### config.mk
export PLATFORM = sky130hd
export DESIGN_NAME = cast_mesh_fabric
export DESIGN_NICKNAME = d
export VERILOG_FILES = /design/src/rtl/cast_pkg.sv /design/src/rtl/cast_eject_port.sv /design/src/rtl/cast_mesh_fabric.sv
export SDC_FILE = /design/constraint.sdc
export NUM_CORES = 1
export LEC_CHECK = 0
export BUFFER_PORTS_ARGS = -buffer_cell sky130_fd_sc_hd__buf_2
export CORE_AREA = 8 8 239 241
export CTS_BUF_LIST = sky130_fd_sc_hd__clkbuf_4
export DETAILED_ROUTE_END_ITERATION = 8
export DIE_AREA = 0 0 247 249
export HOLD_SLACK_MARGIN = 0.15
export PLACE_DENSITY = 0.66
export SYNTH_ARGS = -nofsm -noshare
export SYNTH_HDL_FRONTEND = slang
export SYNTH_HIERARCHICAL = 1
export SYNTH_SLANG_ARGS = --single-unit
### constraint.sdc
create_clock -name clk -period 9.8 [get_ports clk]
set_clock_uncertainty 0.05 [all_clocks]
set_input_delay 0.49 -clock clk [delete_from_list [all_inputs] [get_ports clk]]
set_output_delay 0.49 -clock clk [all_outputs]
set_load 0.05 [all_outputs]
### src/rtl/cast_pkg.sv
// Shared types and helpers for the multicast fabric: flit type encoding,
// arbiter state encoding, default geometry and node indexing.
package cast_pkg;

    typedef enum logic [1:0] {
        FLIT_BODY   = 2'b00,
        FLIT_HEAD   = 2'b01,
        FLIT_TAIL   = 2'b10,
        FLIT_SINGLE = 2'b11
    } flit_type_e;

    typedef enum logic {
        ARB_IDLE   = 1'b0,
        ARB_LOCKED = 1'b1
    } arb_state_e;

    localparam int CAST_NOC_W   = 3;
    localparam int CAST_NOC_H   = 3;
    localparam int CAST_DW      = 32;
    localparam int CAST_CREDITS = 4;

    // Field positions for the default flit width.
    localparam int TYPE_HI = CAST_DW - 1;
    localparam int TYPE_LO = CAST_DW - 2;
    localparam int MASK_W  = CAST_NOC_W * CAST_NOC_H;

    function automatic int node_idx(input int x, input int y, input int w);
        return x + y * w;
    endfunction

    // HEAD and SINGLE open a packet and carry a destination mask.
    function automatic logic is_head_like(input flit_type_e t);
        return (t == FLIT_HEAD) || (t == FLIT_SINGLE);
    endfunction

endpackage

### src/rtl/cast_eject_port.sv
// One eject port: a single-entry output register with valid/ready hold
// semantics and a credit counter tracking free slots in the consumer.
module cast_eject_port
    import cast_pkg::*;
#(
    parameter int DW           = CAST_DW,
    parameter int CREDIT_DEPTH = CAST_CREDITS
) (
    input  logic          clk,
    input  logic          rstn,
    input  logic          load,
    input  logic [DW-1:0] load_data,
    input  logic          ready_i,
    input  logic          credit_upd,
    output logic          valid_o,
    output logic [DW-1:0] data_o,
    output logic          can_accept
);

    localparam int CW = $clog2(CREDIT_DEPTH + 1);
    localparam logic [CW-1:0] CMAX = CW'(CREDIT_DEPTH);

    logic          valid_q, valid_d;
    logic [DW-1:0] data_q, data_d;
    logic [CW-1:0] credit_q, credit_d;

    // Output register: hold until handshake, a same-cycle reload wins.
    always_comb begin
        valid_d = valid_q;
        data_d  = data_q;
        if (valid_q && ready_i) valid_d = 1'b0;
        if (load) begin
            valid_d = 1'b1;
            data_d  = load_data;
        end
    end

    // Credits: spend on load, refund on credit_upd, saturate at the buffer depth.
    always_comb begin
        credit_d = credit_q;
        if (load && !credit_upd)
            credit_d = credit_q - 1'b1;
        else if (!load && credit_upd && credit_q != CMAX)
            credit_d = credit_q + 1'b1;
    end

    assign can_accept = (!valid_q || ready_i) && (credit_q != '0);
    assign valid_o    = valid_q;
    assign data_o     = data_q;

    // State registers with synchronous active-high reset.
    always_ff @(posedge clk) begin
        if (rstn) begin
            valid_q  <= 1'b0;
            data_q   <= '0;
            credit_q <= CMAX;
        end else begin
            valid_q  <= valid_d;
            data_q   <= data_d;
            credit_q <= credit_d;
        end
    end

endmodule

### src/rtl/cast_mesh_fabric.sv
// Multicast packet fabric: round-robin packet arbiter over all inject ports,
// replicating each granted flit in lockstep into every destination eject port.
// Optional CAST_SRC_EXCLUDE_EN: clear the source's own bit from the mask so a
// node never receives its own packets.
module cast_mesh_fabric
    import cast_pkg::*;
#(
    parameter int NOC_WIDTH    = CAST_NOC_W,
    parameter int NOC_HEIGHT   = CAST_NOC_H,
    parameter int DW           = CAST_DW,
    parameter int CREDIT_DEPTH = CAST_CREDITS
) (
    input  logic                               clk,
    input  logic                               rstn,
    input  logic [NOC_WIDTH*NOC_HEIGHT*DW-1:0] data_i,
    input  logic [NOC_WIDTH*NOC_HEIGHT-1:0]    valid_i,
    output logic [NOC_WIDTH*NOC_HEIGHT-1:0]    ready_o,
    output logic [NOC_WIDTH*NOC_HEIGHT*DW-1:0] data_o,
    output logic [NOC_WIDTH*NOC_HEIGHT-1:0]    valid_o,
    input  logic [NOC_WIDTH*NOC_HEIGHT-1:0]    ready_i,
    input  logic [NOC_WIDTH*NOC_HEIGHT-1:0]    credit_upd
);

    // Index of the node just past the last row is the node count.
    localparam int N  = node_idx(0, NOC_HEIGHT, NOC_WIDTH);
    localparam int IW = (N > 1) ? $clog2(N) : 1;

    arb_state_e    state_q, state_d;
    logic [IW-1:0] owner_q, owner_d;
    logic [IW-1:0] ptr_q, ptr_d;
    logic [N-1:0]  mask_q, mask_d;

    logic [N-1:0][DW-1:0] flit_in;
    logic [N-1:0][DW-1:0] eject_data;
    logic [N-1:0]         can_accept;
    logic [N-1:0]         load;

    logic          found;
    logic [IW-1:0] winner;
    logic [IW:0]   scan_sum;
    logic [IW-1:0] src;
    logic          has_flit;
    logic [DW-1:0] flit;
    flit_type_e    ftype;
    logic [N-1:0]  dest;
    logic          fire;
    logic [IW:0]   ptr_nxt;

    assign flit_in = data_i;
    assign data_o  = eject_data;

    // Round-robin search for the first HEAD/SINGLE at or after the pointer.
    always_comb begin
        found    = 1'b0;
        winner   = '0;
        scan_sum = '0;
        for (int k = 0; k < N; k++) begin
            scan_sum = {1'b0, ptr_q} + (IW+1)'(k);
            if (scan_sum >= (IW+1)'(N)) scan_sum = scan_sum - (IW+1)'(N);
            if (!found && valid_i[scan_sum[IW-1:0]] &&
                is_head_like(flit_type_e'(flit_in[scan_sum[IW-1:0]][DW-1:DW-2]))) begin
                found  = 1'b1;
                winner = scan_sum[IW-1:0];
            end
        end
    end

    // Grant, transfer check, replication enables and arbiter next state.
    always_comb begin
        src      = (state_q == ARB_IDLE) ? winner : owner_q;
        has_flit = (state_q == ARB_IDLE) ? found : valid_i[owner_q];
        flit     = flit_in[src];
        ftype    = flit_type_e'(flit[DW-1:DW-2]);
        dest     = is_head_like(ftype) ? flit[N-1:0] : mask_q;
`ifdef CAST_SRC_EXCLUDE_EN
        dest[src] = 1'b0;
`endif
        // Whole packet moves in lockstep: every destination must take it now.
        fire = has_flit && (&(can_accept | ~dest)) && !rstn;

        ready_o = '0;
        if (!rstn && state_q == ARB_IDLE) begin
            // Orphan BODY/TAIL with no open packet are swallowed.
            for (int n = 0; n < N; n++)
                if (valid_i[n] && !is_head_like(flit_type_e'(flit_in[n][DW-1:DW-2])))
                    ready_o[n] = 1'b1;
        end
        if (fire) ready_o[src] = 1'b1;

        load = fire ? dest : '0;

        ptr_nxt = {1'b0, winner} + 1'b1;
        if (ptr_nxt == (IW+1)'(N)) ptr_nxt = '0;

        state_d = state_q;
        owner_d = owner_q;
        ptr_d   = ptr_q;
        mask_d  = mask_q;
        if (fire) begin
            if (state_q == ARB_IDLE) begin
                ptr_d = ptr_nxt[IW-1:0];
                if (ftype == FLIT_HEAD) begin
                    state_d = ARB_LOCKED;
                    owner_d = winner;
                    mask_d  = dest;
                end
            end else if (ftype == FLIT_TAIL || ftype == FLIT_SINGLE) begin
                state_d = ARB_IDLE;
            end else if (ftype == FLIT_HEAD) begin
                mask_d = dest;
            end
        end
    end

    // Arbiter registers with synchronous active-high reset.
    always_ff @(posedge clk) begin
        if (rstn) begin
            state_q <= ARB_IDLE;
            owner_q <= '0;
            ptr_q   <= '0;
            mask_q  <= '0;
        end else begin
            state_q <= state_d;
            owner_q <= owner_d;
            ptr_q   <= ptr_d;
            mask_q  <= mask_d;
        end
    end

    for (genvar g = 0; g < N; g++) begin : g_port
        cast_eject_port #(
            .DW           (DW),
            .CREDIT_DEPTH (CREDIT_DEPTH)
        ) u_port (
            .clk        (clk),
            .rstn       (rstn),
            .load       (load[g]),
            .load_data  (flit),
            .ready_i    (ready_i[g]),
            .credit_upd (credit_upd[g]),
            .valid_o    (valid_o[g]),
            .data_o     (eject_data[g]),
            .can_accept (can_accept[g])
        );
    end

endmodule

# Word-level counts from Yosys, hierarchy flattened
# Cells that the tools add are included.
[word_totals] word_cells=449 reg_bits=342 inputBits=317 out_inout_bits=306
[classes] bitwise_logic=4 n_eq_ne=50 mux=127 magnitude_cmp=21 addsub=36 reduce_logical=180
[ops] operator="32-bit binary-select mux with 4-bit select" n=10
[ops] operator="32-bit two-way mux" n=10
[ops] operator="4-bit two-way mux" n=20
[ops] operator="1-bit logical AND" n=75
[ops] operator="9-bit two-way mux" n=7
[ops] operator="4-bit by 5-bit < comparator with 1-bit output, second input constant" n=11
[ops] operator="3-bit two-way mux" n=18
[ops] operator="1-bit two-way mux" n=51
[ops] operator="1-bit zero test" n=45
[ops] operator="1-bit binary-select mux with 4-bit select" n=10
[ops] operator="2-bit equality test, second input constant" n=20
[ops] operator="5-bit by 4-bit >= comparator with 1-bit output, second input constant" n=8
[ops] operator="2-bit by 1-bit equality test with 1-bit output, second input constant" n=19
[ops] operator="2-bit nonzero test" n=18
[ops] operator="4-bit subtractor, second input constant" n=9
[ops] operator="1-bit logical OR" n=29
[ops] operator="3-bit by 1-bit adder with 3-bit output, second input constant" n=9
[ops] operator="3-bit inequality test, second input constant" n=9
[ops] operator="3-bit nonzero test" n=9
[ops] operator="3-bit by 1-bit subtractor with 3-bit output, second input constant" n=9
[ops] operator="4-bit by 3-bit adder with 5-bit output, second input constant" n=4
[ops] operator="9-bit bitwise OR" n=2
[ops] operator="4-bit by 1-bit adder with 5-bit output, second input constant" n=2
[ops] operator="4-bit by 2-bit adder with 5-bit output, second input constant" n=2
[ops] operator="other kinds (11)" n=12

# Logic depth before layout (Yosys ltp)
# Gate-level depths: netlist of run 1.
[depth] ltp_word=57 ltp_mapped=37

# Cells and area by module
# The synthesis of run 1 kept the hierarchy.
[modules_own_cells] mod="cast_eject_port" area_each_um2=1390.1 cells_each=135 seq_area_each_um2=720.7 n_inst=9
[modules_own_cells] mod="cast_mesh_fabric" area_each_um2=8640.8 cells_each=1329 seq_area_each_um2=360.3 n_inst=1

# Least setup slack after synthesis of run 1
# Ideal clock, no wire load.
[synth_timing] path_type="reg2reg" startpoint="register ptr_q[0]" endpoint="register g_port[1].u_port.credit_q[2]" stages_incl_launch_ff=34 setup_time_ns=0.115 slack_ns=2.135 arrival_ns=7.499 n_path_buf=8 required_ns=9.635 cell_sequence="dfxtp_1 buf_2 buf_6 inv_2 buf_2 buf_6 ha_1 nand2b_2 or3_4 a2111oi_2 o21ai_1 a2111o_1 o21ai_2 nor2_1 a2111o_1 a22o_2 a31oi_2 buf_4 mux2i_1 mux2i_1 o211ai_4 inv_4 mux2_1 a222oi_1 buf_4 nand3_4 buf_2 a21oi_1 buf_2 nand2b_1 fa_1 and3b_1 or3_1 a31o_1"
[synth_between] elab_chain_len=56 word_cells_on_any_way=161 cone_classes="add/sub (17); order compare (9); eq/ne (20); mux (70); bitwise (2); reduce/logical (43)"
[synth_lines] item="start, declared" line="cast_mesh_fabric.sv:30" source="logic [IW-1:0] ptr_q, ptr_d;"
[synth_lines] item="start signal, assigned" line="cast_mesh_fabric.sv:125" source="ptr_q <= ptr_d;"
[synth_lines] item="branches (longest 51 deep; another with 4-bit by 1-bit adder with 5-bit output)"
[synth_lines] item="9-bit two-way mux (*)" line="cast_mesh_fabric.sv:90" source="load = fire ? dest : '0;"
[synth_lines] item="named net load[1]" line="cast_mesh_fabric.sv:36" source="logic [N-1:0] load;"
[synth_lines] item="1-bit zero test" line="cast_eject_port.sv:43" source="else if (!load && credit_upd && credit_q != CMAX)"
[synth_lines] item="1-bit logical AND (2 in series)" line="cast_eject_port.sv:43"
[synth_lines] item="2-bit nonzero test (no source line)"
[synth_lines] item="end signal, assigned" line="cast_eject_port.sv:60" source="credit_q <= credit_d;"
[synth_lines] item="end, declared" line="cast_eject_port.sv:25" source="logic [CW-1:0] credit_q, credit_d;"
# Mark *: on every way through the listed nets, which the timed path passes. The select of a mux whose other input is x is not followed.
# A chain may end at the register's enable or synchronous reset.

# Worst setup path in the final report of run 1
[layout_timing] startpoint="register ptr_q[0]" endpoint="output port ready_o[0]"
[layout_between] word_cells_on_any_way=161 cone_classes="add/sub (17); order compare (11); eq/ne (20); mux (71); bitwise (3); reduce/logical (39)"
[layout_lines] item="branches (longest 39 deep; another with 4-bit by 1-bit adder with 5-bit output)"
[layout_lines] item="4-bit two-way mux (*)" line="cast_mesh_fabric.sv:60" source="if (!found && valid_i[scan_sum[IW-1:0]] &&"
[layout_lines] item="4-bit two-way mux (*)" line="cast_mesh_fabric.sv:70" source="src = (state_q == ARB_IDLE) ? winner : owner_q;"
[layout_lines] item="32-bit binary-select mux with 4-bit select (*)" line="cast_mesh_fabric.sv:72" source="flit = flit_in[src];"
[layout_lines] item="32-bit two-way mux (implied by the code) (*)" line="cast_mesh_fabric.sv:72"
[layout_lines] item="named net flit[4]" line="cast_mesh_fabric.sv:43" source="logic [DW-1:0] flit;"
[layout_lines] item="9-bit two-way mux (*)" line="cast_mesh_fabric.sv:74" source="dest = is_head_like(ftype) ? flit[N-1:0] : mask_q;"
[layout_lines] item="9-bit inverter (*)" line="cast_mesh_fabric.sv:79" source="fire = has_flit && (&(can_accept | ~dest)) && !rstn;"
[layout_lines] item="9-bit bitwise OR (*)" line="cast_mesh_fabric.sv:79"
[layout_lines] item="9-bit AND reduction (*)" line="cast_mesh_fabric.sv:79"
[layout_lines] item="1-bit logical AND (*) (2 in series)" line="cast_mesh_fabric.sv:79"
[layout_lines] item="9-bit two-way mux (*)" line="cast_mesh_fabric.sv:88" source="if (fire) ready_o[src] = 1'b1;"
[layout_lines] item="end, declared" line="cast_mesh_fabric.sv:17" source="output logic [NOC_WIDTH*NOC_HEIGHT-1:0] ready_o,"
# Marked as above.

==> flow_summary.json, run 1 <==
{
  "status": "complete, no violations",
  "setup_violations": 0,
  "multi_input_area_um2": 13100,
  "slew-limit-headroom": 0.129,
  "r2r-start": "ptr_q[0]",
  "rsz0062_at_grt": "false",
  "final.min_clock_period_ps": 9300,
  "wire_per_inst_um": 24.4,
  "core_um2": 53300,
  "timing.setup.tns_ps": 0,
  "yosysSeqAreaShare": 0.324,
  "synthesis.area_um2": 21200,
  "post_cts_resized": 0,
  "cts_tree": "yes",
  "rrSetupSlack_ps": 720,
  "synth_edf_count": 0,
  "synth_area_leaders": "dfxtp_1 32%, mux2i_1 16%, nor2_1 6.9%",
  "cp-startpoint": "ptr_q[0]",
  "tightestPinTransition_ps": 1300,
  "hold_depth": 6,
  "final-max-slew-violation-count": 0,
  "fin_nets": 3492,
  "syn_area_per_cell_um2": 8.31,
  "fill_cells": 5264,
  "timing.final.crit_share": 0.949,
  "final_hold_viol_count": 0,
  "synth_area_leader_cell": "dfxtp_1",
  "cts_buffers": 88,
  "path_class": "flip-flop to output pin",
  "grt_start_max_net_pins": 122,
  "r2r_cells": 27,
  "r2r_end": "g_port[8].u_port/valid_o",
  "die_height_um": 249,
  "syn_nets": 2891,
  "synth_cells": 2544,
  "seq_area_um2": 6850,
  "yosys_warnings": 6,
  "io_pins": 623,
  "end_kind": "output pin",
  "grt_usage": 0.290,
  "hold_class": "input pin to flip-flop",
  "async_flop_share": 0,
  "synthFlopType": "dfxtp_1",
  "rows": 85,
  "dp_hpwl_mm": 71.4,
  "drive_gt1_frac": 0.291,
  "cts_max_level": 3,
  "area_growth_pct": 23.0,
  "drtPass1Iterations": 6,
  "gr-total-overflow": 0,
  "die_x_um": 247,
  "grt_antenna_before_repair": 4,
  "routabilityCongestion": 1.01,
  "required_ps": 9260,
  "cts_root_buf": "clkbuf_4",
  "cts_setup_buffers": 0,
  "via_per_inst": 5.78,
  "grt_first_pass_wirelength_mm": 139,
  "start_kind": "flip-flop",
  "drc": 0,
  "vias": 22600,
  "clkTransAtPathRegs_ps": 80,
  "drtIter0Drc": 2333,
  "synth.distinct_cells": 120,
  "grt_pass1_vias": 21100,
  "cts_sinks": 342,
  "port_buffers": 622,
  "arrival_ps": 8760,
  "min_from": "data_i[281]",
  "die_area_um2": 61500,
  "ys_seq_elements": 342,
  "path_max_fanout": 29,
  "fmax_mhz": 107,
  "wirelength_mm": 95.2,
  "worstHoldEndpoint": "g_port[7].u_port/data_o[25]",
  "synth_top_area_frac": 0.324,
  "maxCapViolations": 0,
  "clockBufferDepth": 3,
  "initial_utilization": 0.397,
  "ant_nets": 0,
  "worst_skew_pair.late_latency_ps": 770
}
[per-layer routing]
metal,global-route usage,vias to the layer above,part of all wire
li1,-,10400,-
met1,0.390,10700,0.42
met2,0.431,1276,0.43
met3,0.0970,184,0.12
met4,0.0932,0,0.029
met5,0,-,0
[critical path, stage by stage (launching register included)]
cell and delay [ps]:
dfxtp_2 580, inv_2 200, ha_1 530, buf_4 400, nor2b_1 190, a2111oi_0 420
a31oi_1 170, a41oi_1 270, a211o_2 200, o211ai_1 220, nand2b_1 280, a2111oi_0 550
o2bb2ai_2 210, a31oi_4 470, buf_4 350, mux2i_1 250, a2111oi_0 120, or3_1 450
buf_4 250, a221oi_1 250, o2111a_1 230, buf_4 200, nand3_4 430, o41ai_2 410
buf_2 330
[what timing repair did]
action | in CTS | in global routing
endpoints found under the hold margin | 123 | 0
endpoints found under the setup margin | 0 | 0
hold buffers | 29 | 0
[cells in the mapped netlist, drive strengths merged, types with 11 or more instances]
library cell / n
nor2: 392
dfxtp: 342
mux2i: 340
nand2: 299
buf: 114
clkbuf: 81
nand3: 81
o21ai: 80
a21oi: 76
inv: 71
a31oi: 48
a311oi: 37
o211ai: 33
nand2b: 30
and3: 27
a211oi: 26
nor2b: 24
a2111oi: 23
ha: 21
xnor2: 19
and2: 18
nor3: 18
mux2: 17
or3: 17
a211o: 16
a31o: 16
nor4: 16
o21a: 16
a221oi: 15
nand3b: 14
o31ai: 13
xor2: 13
o32ai: 12
nor3b: 11
[per-stage QoR]
step | setup slack, ps | cells | hold slack (ps) | area (um2) | util
finish | 495 | 3904 | 285 | 26000 | 0.488
detailed placement | 1040 | 3722 | 418 | 24600 | 0.462
floorplan | 2140 | 2544 | 396 | 21200 | -
CTS | 666 | 3900 | 179 | 26000 | 0.488
global placement | 1110 | 3722 | 407 | 24600 | 0.462
global route | 37.5 | 3904 | 245 | 26000 | 0.488
[sequential cells by signal, indices dropped and copies added (netlist names)]
name	count
g_port.u_port/credit_q	27
g_port.u_port/valid_o	9
state_q	1
owner_q	4
ptr_q	4
g_port.u_port/data_o	288
mask_q	9
[cell usage in the layout, fill, tap and decap left out, types with 19 or more instances in the layout]
cell / instances
buf_2: 621
nor2_1: 383
dfxtp_1: 341
mux2i_1: 338
nand2_1: 298
clkbuf_4: 123
nand3_1: 77
a21oi_1: 68
inv_1: 59
buf_4: 55
a31oi_1: 45
o21ai_0: 38
o21ai_1: 36
a311oi_1: 36
o211ai_1: 32
dlygate4sd3_1: 29
nand2b_1: 28
and3_1: 27
a211oi_1: 25
nor2b_1: 24
ha_1: 21
a2111oi_0: 19
[cell type report]
type	count	area share
flip-flops and latches	342	0.263
well taps	696	0.0335
multi-input cells	1934	0.504
clock inverters	26	0.00606
inverters	73	0.0106
repair buffers	706	0.147
clock buffers	123	0.0355
diodes	4	0.000385
[how the worst max path moves through the flow]
stage                                               to  slack [ps]  cells past startpoint
after CTS                                   ready_o[0]         670                     22
final                                       ready_o[0]         500                     24
after global placement    g_port[8].u_port/credit_q[2]        1110                     27
after floorplan           g_port[1].u_port/credit_q[2]        2140                     33
after detailed placement  g_port[1].u_port/credit_q[2]        1040                     25
after global routing                        ready_o[3]          40                     24
[kinds of logic (layout without fill, tap and decap cells)]
group,count (synthesis),in the layout,synth area share
AO/OA/AOI/OAI,528,528,0.192
other,0,4,0
buffers and inverters,268,928,0.0626
multiplexers,359,359,0.172
adder cells (fa/ha/maj),30,30,0.0209
AND/OR/NAND/NOR,985,985,0.213
flip-flops,342,342,0.324
XOR/XNOR,32,32,0.0154
Power of run 1 is left out: the tool's default activity adds up to more than one toggle a clock period on the data nets, which glitch-free logic cannot reach.
==> inputs of run 2 (changes only) <==
- PLACE_DENSITY: 0.66 -> 0.64
- SYNTH_HIERARCHICAL: 1 -> not set
==> flow_summary.json, run 2 <==
{
  "status": "complete, no violations",
  "ant_nets": 0,
  "wire_per_inst_um": 28.3,
  "final_hold_viol_count": 0,
  "grt_pass1_vias": 22300,
  "wirelength_mm": 108,
  "worst_path_max_delay_cell": "a2111oi_0",
  "rows": 85,
  "clkTransAtPathRegs_ps": 70,
  "drtIter0Drc": 2780,
  "fin_cells": 3837,
  "slew-limit-headroom": 0.0809,
  "maxCapViolations": 0,
  "fin_nets": 3406,
  "routabilityCongestion": 1.07,
  "synth_cells": 2413,
  "drc": 0,
  "rsz0062_at_grt": "false",
  "required_ps": 9260,
  "layout_setup_ws_ps": 451,
  "path_class": "flip-flop to output pin",
  "io_pins": 623,
  "drtPass1Iterations": 8,
  "die_x_um": 247,
  "synthesis.area_um2": 19900,
  "cts_max_level": 3,
  "timing.final.crit_share": 0.954,
  "cts_root_buf": "clkbuf_4",
  "grt_start_max_net_pins": 109,
  "start_kind": "flip-flop",
  "synth.distinct_cells": 111,
  "cp_num_buf_inv": 3,
  "path_max_fanout": 16,
  "gr-total-overflow": 0,
  "yosysSeqAreaShare": 0.344,
  "arrival_ps": 8810,
  "cts_tree": "yes",
  "synth_area_leader_cell": "dfxtp_1",
  "synth.most_common_cell": "nor2_1",
  "ys_seq_elements": 342,
  "drive_gt1_frac": 0.315,
  "async_flop_share": 0,
  "post-place-cells": 3620,
  "synthFlopType": "dfxtp_1",
  "synth_edf_count": 0,
  "synth_area_leaders": "dfxtp_1 34%, a211oi_1 9.4%, nor2_1 7.4%",
  "hold_class": "input pin to flip-flop",
  "timing.setup.tns_ps": 0,
  "grt_usage": 0.332,
  "grt_first_pass_wirelength_mm": 156,
  "clockBufferDepth": 3,
  "die_height_um": 249,
  "core_um2": 53300,
  "dp_hpwl_mm": 84.5,
  "mostFrequentLayoutCells": "621 x buf_2, 388 x nor2_1, 339 x dfxtp_1",
  "rrSetupSlack_ps": 950,
  "fmax_mhz": 107,
  "final.min_clock_period_ps": 9350,
  "cts_setup_buffers": 0,
  "cts_sinks": 342,
  "tightestPinTransition_ps": 1380,
  "setup_violations": 0,
  "cpPeakStageDelay_ps": 930,
  "syn_nets": 2760,
  "end_kind": "output pin",
  "crit_family": "compound AO/OA/AOI/OAI gates",
  "syn_area_per_cell_um2": 8.26,
  "place_ws_ps": 1080,
  "whs_ps": 268,
  "synthTopCellsByCount": "392 x nor2_1, 342 x dfxtp_1, 250 x a211oi_1",
  "worst_skew_pair.late_latency_ps": 860,
  "vias": 23400,
  "synth_top_area_frac": 0.344,
  "area_growth_pct": 28.5,
  "initial_utilization": 0.374,
  "cts_buffers": 94,
  "yosys_warnings": 0,
  "largest_reg_flops": 288,
  "grt_antenna_before_repair": 16,
  "die_area_um2": 61500,
  "final-max-slew-violation-count": 0,
  "layout_commonest_cell": "buf_2",
  "cp_cell_sequence": "buf_4 > ha_1 > a21oi_2 > xnor2_1 > mux2_2 > or2_2 > a21oi_1 > nor4_4 > a2111oi_0 > o22a_1 > o22a_1 > or2_1 > o31a_1 > o32a_1 > a22o_1 > o311a_1 > buf_4 > mux2i_1 > nor2_2 > nor2_2 > nand2_1 > o32ai_1 > buf_2",
  "via_per_inst": 6.10,
  "port_buffers": 622
}
==> run 2: worst min-delay path: stages <==
cell      delay, ps
buf_2            70
nand2b_1        220
o21ai_0         130
and2_1          210
==> run 2: layout make-up <==
class,count,area [um2]
tap,696,871
antenna,10,25.0
sequential,342,6850
clock buffer,133,998
timing repair buffer,755,4340
clock inverter,35,214
inverter,69,259
fill,5269,27700
multi-input combinational,1797,12000
==> run 2: kinds of logic (layout without fill, tap and decap cells) <==
kind of cell,count (synthesis),in the layout,synth area share
and+or+nand+nor,820,820,0.196
AOI/OAI and AO/OA,818,818,0.308
DFF,342,342,0.344
buffers and inverters,274,992,0.0632
muxes,109,109,0.0571
adders and majority gates,30,30,0.0222
xor gates and xnor gates,20,20,0.00992
other,0,10,0
==> run 2: final timing paths <==
path,cells past startpoint,to,startpoint
worst max register to register,24,g_port[4].u_port.credit_q[2],ptr_q[2]
worst max-delay path,23,ready_o[1],ptr_q[2]
worst min register to register,2,g_port[4].u_port.data_o[2],g_port[4].u_port.data_o[2]
worst min-delay path,4,g_port[8].u_port.valid_o,ready_i[8]
==> run 2: what timing repair did <==
item | in CTS | in global routing
endpoints found under the hold margin | 198 | 0
hold buffers | 39 | 0
endpoints found under the setup margin | 0 | 9
resized for setup | 0 | 2
==> run 2: stage by stage <==
step / util / area (um2)
4_1_cts: 0.480 / 25600
3_5_place_dp: 0.450 / 24000
5_1_grt: 0.480 / 25600
2_1_floorplan: - / 19900
3_3_place_gp: 0.450 / 24000
6_report: 0.481 / 25600
==> run 2: routing by layer <==
layer  GRT usage  wire length [um]  vias to the layer above
met4       0.109              3650                        4
met2       0.516             47900                     1406
met1       0.442             45400                    11300
met5           0                27                        -
met3      0.0877             11400                      209
li1            -                 -                    10400
Power of run 2 is left out for the same reason.
